**config.mk**
```make
export PLATFORM = sky130hd
export DESIGN_NAME = rv_pc_sequencer
export DESIGN_NICKNAME = d
export VERILOG_FILES = /design/src/rtl/rv_pkg.sv /design/src/rtl/rv_target_gen.sv /design/src/rtl/rv_pc_sequencer.sv
export SDC_FILE = /design/constraint.sdc
export NUM_CORES = 1
export LEC_CHECK = 0
export BUFFER_PORTS_ARGS = -buffer_cell sky130_fd_sc_hd__buf_2
export CORE_MARGIN = 2
export CORE_UTILIZATION = 59
export CTS_BUF_LIST = sky130_fd_sc_hd__clkbuf_8
export DETAILED_ROUTE_END_ITERATION = 6
export PLACE_DENSITY = 0.85
export SYNTH_ARGS = -nofsm -noshare
export SYNTH_HDL_FRONTEND = slang
export SYNTH_HIERARCHICAL = 1
export SYNTH_SLANG_ARGS = --single-unit
```
**constraint.sdc**
```tcl
create_clock -name clk -period 11.68 [get_ports clk]
set_input_delay 1.168 -clock clk [delete_from_list [all_inputs] [get_ports clk]]
set_output_delay 1.168 -clock clk [all_outputs]
set_load 0.02 [all_outputs]
```
**src/rtl/rv_pkg.sv**
```systemverilog
// rv_pkg: shared definitions for the PC sequencer slice.
//   - XLEN            : datapath width
//   - RESET_VECTOR_DEF: default PC after reset
//   - TRAP_VECTOR_DEF : default PC of the misaligned-target trap handler
//   - seq_state_e     : sequencer state encoding (BOOT, RUN)
package rv_pkg;

  localparam int unsigned XLEN = 32;

  localparam logic [XLEN-1:0] RESET_VECTOR_DEF = 32'h0000_0000;
  localparam logic [XLEN-1:0] TRAP_VECTOR_DEF  = 32'h0000_0100;

  typedef enum logic {
    ST_BOOT = 1'b0,
    ST_RUN  = 1'b1
  } seq_state_e;

endpackage

```
**src/rtl/rv_target_gen.sv**
```systemverilog
// rv_target_gen: combinational control-transfer target selection.
// Ports:
//   pc_i, imm_i, rs1_i     : current PC, sign-extended immediate, JALR base
//   is_branch_i, brq_i     : B-type instruction and its comparator result
//   is_jal_i, is_jalr_i    : jump decodes (JALR has priority over JAL)
//   next_target_o          : transfer target when taken, else pc+4
//   taken_o                : a control transfer is taken this cycle
//   misaligned_o           : taken transfer whose target is not word aligned
module rv_target_gen
  import rv_pkg::*;
(
  input  logic [XLEN-1:0] pc_i,
  input  logic [XLEN-1:0] imm_i,
  input  logic [XLEN-1:0] rs1_i,
  input  logic            is_branch_i,
  input  logic            brq_i,
  input  logic            is_jal_i,
  input  logic            is_jalr_i,
  output logic [XLEN-1:0] next_target_o,
  output logic            taken_o,
  output logic            misaligned_o
);

  localparam logic [XLEN-1:0] LSB_CLEAR = {{(XLEN-1){1'b1}}, 1'b0};
  localparam logic [XLEN-1:0] WORD      = XLEN'(4);

  logic [XLEN-1:0] jalr_tgt;
  logic [XLEN-1:0] rel_tgt;
  logic [XLEN-1:0] xfer_tgt;

  always_comb begin
    // JALR clears bit 0 before the alignment test, so only bit 1 can fault.
    jalr_tgt      = (rs1_i + imm_i) & LSB_CLEAR;
    rel_tgt       = pc_i + imm_i;
    taken_o       = is_jal_i | is_jalr_i | (is_branch_i & brq_i);
    xfer_tgt      = is_jalr_i ? jalr_tgt : rel_tgt;
    // A not-taken branch never faults, whatever its offset.
    misaligned_o  = taken_o && (xfer_tgt[1:0] != 2'b00);
    next_target_o = taken_o ? xfer_tgt : (pc_i + WORD);
  end

endmodule

```
**src/rtl/rv_pc_sequencer.sv**
```systemverilog
// rv_pc_sequencer: program-counter sequencer for the single-cycle core.
// Ports:
//   clk, rst           : clock, synchronous active-high reset
//   stall              : freeze PC, trap CSRs and counters for this cycle
//   is_branch, brq     : B-type decode and comparator result
//   is_jal, is_jalr    : jump decodes
//   is_mret            : return from trap (highest priority)
//   imm, rs1           : immediate and JALR base
//   pc, pc_plus4       : registered PC and combinational link value
//   redirect, trap     : registered one-cycle event pulses
//   mepc, mtval        : faulting PC and offending target of the last trap
//   instret            : retired-instruction counter
//   br_taken_cnt       : taken B-type counter
// After reset the sequencer spends one BOOT cycle with the PC held, then
// advances once per non-stalled RUN cycle.
module rv_pc_sequencer
  import rv_pkg::*;
#(
  parameter logic [31:0] RESET_VECTOR = RESET_VECTOR_DEF,
  parameter logic [31:0] TRAP_VECTOR  = TRAP_VECTOR_DEF,
  parameter int unsigned CNT_W        = 32
) (
  input  logic             clk,
  input  logic             rst,
  input  logic             stall,
  input  logic             is_branch,
  input  logic             brq,
  input  logic             is_jal,
  input  logic             is_jalr,
  input  logic             is_mret,
  input  logic [31:0]      imm,
  input  logic [31:0]      rs1,
  output logic [31:0]      pc,
  output logic [31:0]      pc_plus4,
  output logic             redirect,
  output logic             trap,
  output logic [31:0]      mepc,
  output logic [31:0]      mtval,
  output logic [CNT_W-1:0] instret,
  output logic [CNT_W-1:0] br_taken_cnt
);

  localparam logic [CNT_W-1:0] CNT_ONE = CNT_W'(1);

  seq_state_e       state_q;
  logic [31:0]      pc_q;
  logic             redirect_q;
  logic             trap_q;
  logic [31:0]      mepc_q;
  logic [31:0]      mtval_q;
  logic [CNT_W-1:0] instret_q;
  logic [CNT_W-1:0] br_taken_cnt_q;

  logic [31:0]      xfer_target;
  logic             xfer_taken;
  logic             xfer_misaligned;

  logic [31:0]      pc_d;
  logic             trap_d;
  logic             br_count_d;

  rv_target_gen u_target_gen (
    .pc_i          (pc_q),
    .imm_i         (imm),
    .rs1_i         (rs1),
    .is_branch_i   (is_branch),
    .brq_i         (brq),
    .is_jal_i      (is_jal),
    .is_jalr_i     (is_jalr),
    .next_target_o (xfer_target),
    .taken_o       (xfer_taken),
    .misaligned_o  (xfer_misaligned)
  );

  assign pc_plus4 = pc_q + 32'd4;

  // Next PC for a RUN cycle, in priority order: MRET, trap, transfer, +4.
  always_comb begin
    pc_d       = pc_plus4;
    trap_d     = 1'b0;
    br_count_d = 1'b0;
    if (is_mret) begin
      pc_d = mepc_q;
    end else if (xfer_misaligned) begin
      pc_d   = TRAP_VECTOR;
      trap_d = 1'b1;
    end else if (xfer_taken) begin
      pc_d = xfer_target;
      // Only a taken branch that is not shadowed by a jump is counted.
      br_count_d = is_branch && brq && !is_jal && !is_jalr;
    end
  end

  always_ff @(posedge clk) begin
    if (rst) begin
      state_q        <= ST_BOOT;
      pc_q           <= RESET_VECTOR;
      redirect_q     <= 1'b0;
      trap_q         <= 1'b0;
      mepc_q         <= 32'h0;
      mtval_q        <= 32'h0;
      instret_q      <= '0;
      br_taken_cnt_q <= '0;
    end else if (stall) begin
      redirect_q <= 1'b0;
      trap_q     <= 1'b0;
    end else begin
      unique case (state_q)
        ST_BOOT: begin
          state_q    <= ST_RUN;
          redirect_q <= 1'b0;
          trap_q     <= 1'b0;
        end
        ST_RUN: begin
          pc_q       <= pc_d;
          // Any flow change that lands somewhere other than pc+4.
          redirect_q <= (pc_d != pc_plus4);
          trap_q     <= trap_d;
          if (trap_d) begin
            mepc_q  <= pc_q;
            mtval_q <= xfer_target;
          end else begin
            instret_q <= instret_q + CNT_ONE;
          end
          if (br_count_d) begin
            br_taken_cnt_q <= br_taken_cnt_q + CNT_ONE;
          end
        end
        default: begin
          state_q <= ST_BOOT;
        end
      endcase
    end
  end

  assign pc           = pc_q;
  assign redirect     = redirect_q;
  assign trap         = trap_q;
  assign mepc         = mepc_q;
  assign mtval        = mtval_q;
  assign instret      = instret_q;
  assign br_taken_cnt = br_taken_cnt_q;

endmodule

```
==> summary.txt <==
Status
  • Status: completed

Timing
  • Setup violators final: 0
  • Fin crit share: 48.35%
  • TNS Setup: 0 ps
  • Max Fclk: 177.1 MHz
  • RSZ-0062 raised after global routing: no
  • Final Hold Vio Count: 0
  • Clock skew: 25.10 ps
  • Worst Tran Pin Value: 1223 ps
  • Rel. slew slack: 18.26%
  • Crit path time final: 5648 ps
  • Fin. max-slew vios: 0

Worst setup path
  • CP startpoint kind: input port
  • RR Startpoint: pc[6]$_SDFFE_PP0P_
  • Crit path top cell by count: nand4_1
  • Crit path cell chain: buf_2 -> inv_1 -> nand2_1 -> o21ai_2 -> buf_4 -> nor3b_4 -> nand4_1 -> or4_1 -> nor3_1 -> nand4_1 -> xor2_1 -> nor2_1
  • Worst R2R Setup Slack: 6220 ps
  • Crit path max-delay cell type: nor3b_4
  • CP peak stage delay: 810 ps
  • CP endpoint kind: flip-flop
  • Critical path class: in2reg
  • WP data arrival: 5980 ps
  • CP top delay family: simple AND/OR/NAND/NOR gates
  • Crit Path Max Fanout: 37
  • Crit Reg-Reg Endpoint: redirect$_SDFF_PP0_
  • Critical path buffers and inverters: 3
  • R2r worst-path depth: 17
  • Req. time, crit path: 12010 ps

Drt
  • Routed WL: 47670 um
  • DR DRC count: 0
  • Starting DRT DRC Count: 1699
  • DRT Pass-1 Iters: 6
  • Drt via density: 6.569
  • Routed len/inst: 20.28 um
  • Total number of vias: 15440
  • Post-route ant nets: 0

Floorplanning
  • Core Region: 0.02257 sq mm
  • Rows: 55
  • Die area: 0.02413 sq mm
  • Die Y: 155.3 um
  • # IOs: 266
  • Die Wd: 155.3 um
  • Initial Utilization: 59.86%

Pwr
  • Power Internal: 0.9086 mW
  • Combinational power share: 32.9%
  • Sw Ratio: 39.62%
  • Net Sw Power: 0.5961 mW
  • Pwr Density: 98.21 mW/mm^2
  • Worst VDD drop: 71.51 uV
  • Clock Power Share: 27.7%
  • Leakage: 6.545 nW
  • Flop pwr share: 39.4%

Cells and area
  • Area grow syn2layout: 13.41%
  • Layout cells sized above 1: 17.77%
  • Nets: 2191
  • Most frequent cells in the layout: nand2_1, buf_2, a21oi_1
  • FILL cells: 2014
  • Diode count: 0
  • Commonest non-fill, non-tap cell in the layout: nand2_1
  • Post-route cell area: 0.01532 sq mm

Job
  • Max_cap viols: 0

CTS
  • CTS H-tree lvls: 4
  • CTS buffer count: 17
  • Postcts setup bufs: 0
  • CTS tree: done
  • Post-CTS resize count: 0
  • Clock Path Buffers: 2
  • Skew-Pair Late Insertion Delay: 480 ps
  • Clk sink count: 163
  • CTS Root Cell: clkbuf_8
  • Hold Buf Count CTS: 0
  • Clock Pin Slew Worst Setup and Hold Paths: 120 ps

Logic synthesis
  • Async SR Flop Fraction: 0%
  • EDFF count, synth: 0
  • Unique masters post-synth: 106
  • Mapped cell area: 0.01351 sq mm
  • Cells after synthesis: 1854
  • Synth area leader: dfxtp_1
  • Synth top area share: 24.15%
  • Top_reg_cell synth: dfxtp_1
  • Register bit total from synthesis: 163
  • Top post-synthesis cells by area: dfxtp_1, nand2_1, a21oi_1
  • Syn_nets: 1993
  • Yosys warns: 6
  • Syn avg cell area: 7.287 sq um
  • Register area share after synthesis: 24.15%

Worst hold path
  • Worst Hold Path Cells: 2
  • Hold path endpoint: mtval[23]$_SDFFE_PP0P_
  • Hold Path Class: reg2reg
  • Hold Startpoint: mtval[23]$_SDFFE_PP0P_

GRT
  • Global Route Usage Sum: 37.38%
  • Initial antenna violation count: 0
  • Largest net degree at the start of global routing: 103
  • GRT overflow: 0
  • First-pass GRT wire length: 72520 um
  • Vias in the first global route: 13840

Place
  • Placed wire-length estimate: 35210 um
  • Port buffer count: 265
  • Routability cong.: 0.9510
  • Dpl cell area: 0.01493 sq mm
-- how the worst max path moves through the flow --
stage / end / slack, ps / from / depth (start not counted)
2_1_floorplan: redirect$_SDFF_PP0_ / 6770 / imm[0] / 20
3_3_place_gp: br_taken_cnt[31]$_SDFFE_PP0P_ / 5830 / is_jalr / 12
3_5_place_dp: br_taken_cnt[31]$_SDFFE_PP0P_ / 5750 / is_jalr / 12
4_1_cts: br_taken_cnt[31]$_SDFFE_PP0P_ / 6210 / is_jalr / 12
5_1_grt: br_taken_cnt[31]$_SDFFE_PP0P_ / 5690 / is_jalr / 12
6_report: br_taken_cnt[26]$_SDFFE_PP0P_ / 6030 / is_jalr / 12
-- through the flow --
| stage | hold slack (ps) | power [mW] | cells | setup slack [ps] | util, % |
|---|---|---|---|---|---|
| 2_1_floorplan | 434.5 | 0.9307 | 1854 | 6770 | - |
| 6_report | 460.5 | 1.505 | 2350 | 6032 | 67.88 |
| 4_1_cts | 461.6 | 1.486 | 2350 | 6213 | 67.88 |
| 3_5_place_dp | 444.9 | 1.077 | 2318 | 5748 | 66.16 |
| 5_1_grt | 483.5 | 1.559 | 2350 | 5693 | 67.88 |
| 3_3_place_gp | 442.4 | 1.072 | 2318 | 5832 | 66.16 |
-- worst min-delay path, delay by kind of cell (launching register included) --
kind             cells  cell delay [ps]
AO/OA/AOI/OAI        1               50
flip-flops           1              330
AND/OR/NAND/NOR      1               50
-- layout make-up --
cell class                 instances  area, sq um  area share (%)
multi-input combinational       1535         9627           62.83
sequential                       163         3263           21.30
timing repair buffer             289         1509           9.848
tap                              285        356.6           2.327
clock buffer                      18        247.7           1.617
inverter                          46        177.7           1.160
clock inverter                    14        141.4          0.9228
-- kinds of logic (layout without fill, tap and decap cells) --
group,Yosys count,count (layout),share of synthesized area [%]
compound gates,515,515,24.81
xor+xnor,157,157,10.86
fa+ha+maj,67,67,6.316
buf+inv,156,367,4.751
flops,163,163,24.15
mux,17,17,1.306
simple gates,779,779,27.80
-- layer usage --
metal	share of wire [%]	track usage, %	wire length, um	up-vias
li1	-	-	-	7091
met1	40	50.86	19120	7204
met2	44	58.64	20950	982
met3	12	6.490	5681	159
met4	4.0	15.68	1915	0
met5	0	0	0	-
-- cells in the mapped netlist (23+ instances only) --
cell      number
a21oi_1      183
ha_1          65
or3_1         23
nand4_1       30
xnor2_1       73
nor3_1        45
inv_1         44
a21o_1        33
nand2_1      275
dfxtp_1      163
clkbuf_1      83
and3_1        31
o21ai_0       89
nor2_1       179
a211oi_1      28
nand3_1       72
xor2_1        77
-- registers in the layout (all words and copies together) (netlist names) --
register / cells
br_taken_cnt: 32
redirect: 1
trap: 1
mtval: 32
instret: 32
pc: 32
state_q: 1
mepc: 32
-- power by group through the flow --
stage,clock network [mW],registers (mW),logic (mW)
floorplan,0,0.606,0.325
global placement,0,0.603,0.469
detailed placement,0,0.604,0.473
CTS,0.418,0.591,0.477
global route,0.439,0.594,0.527
finish,0.417,0.593,0.495
Power figures use the tool's default switching activity.
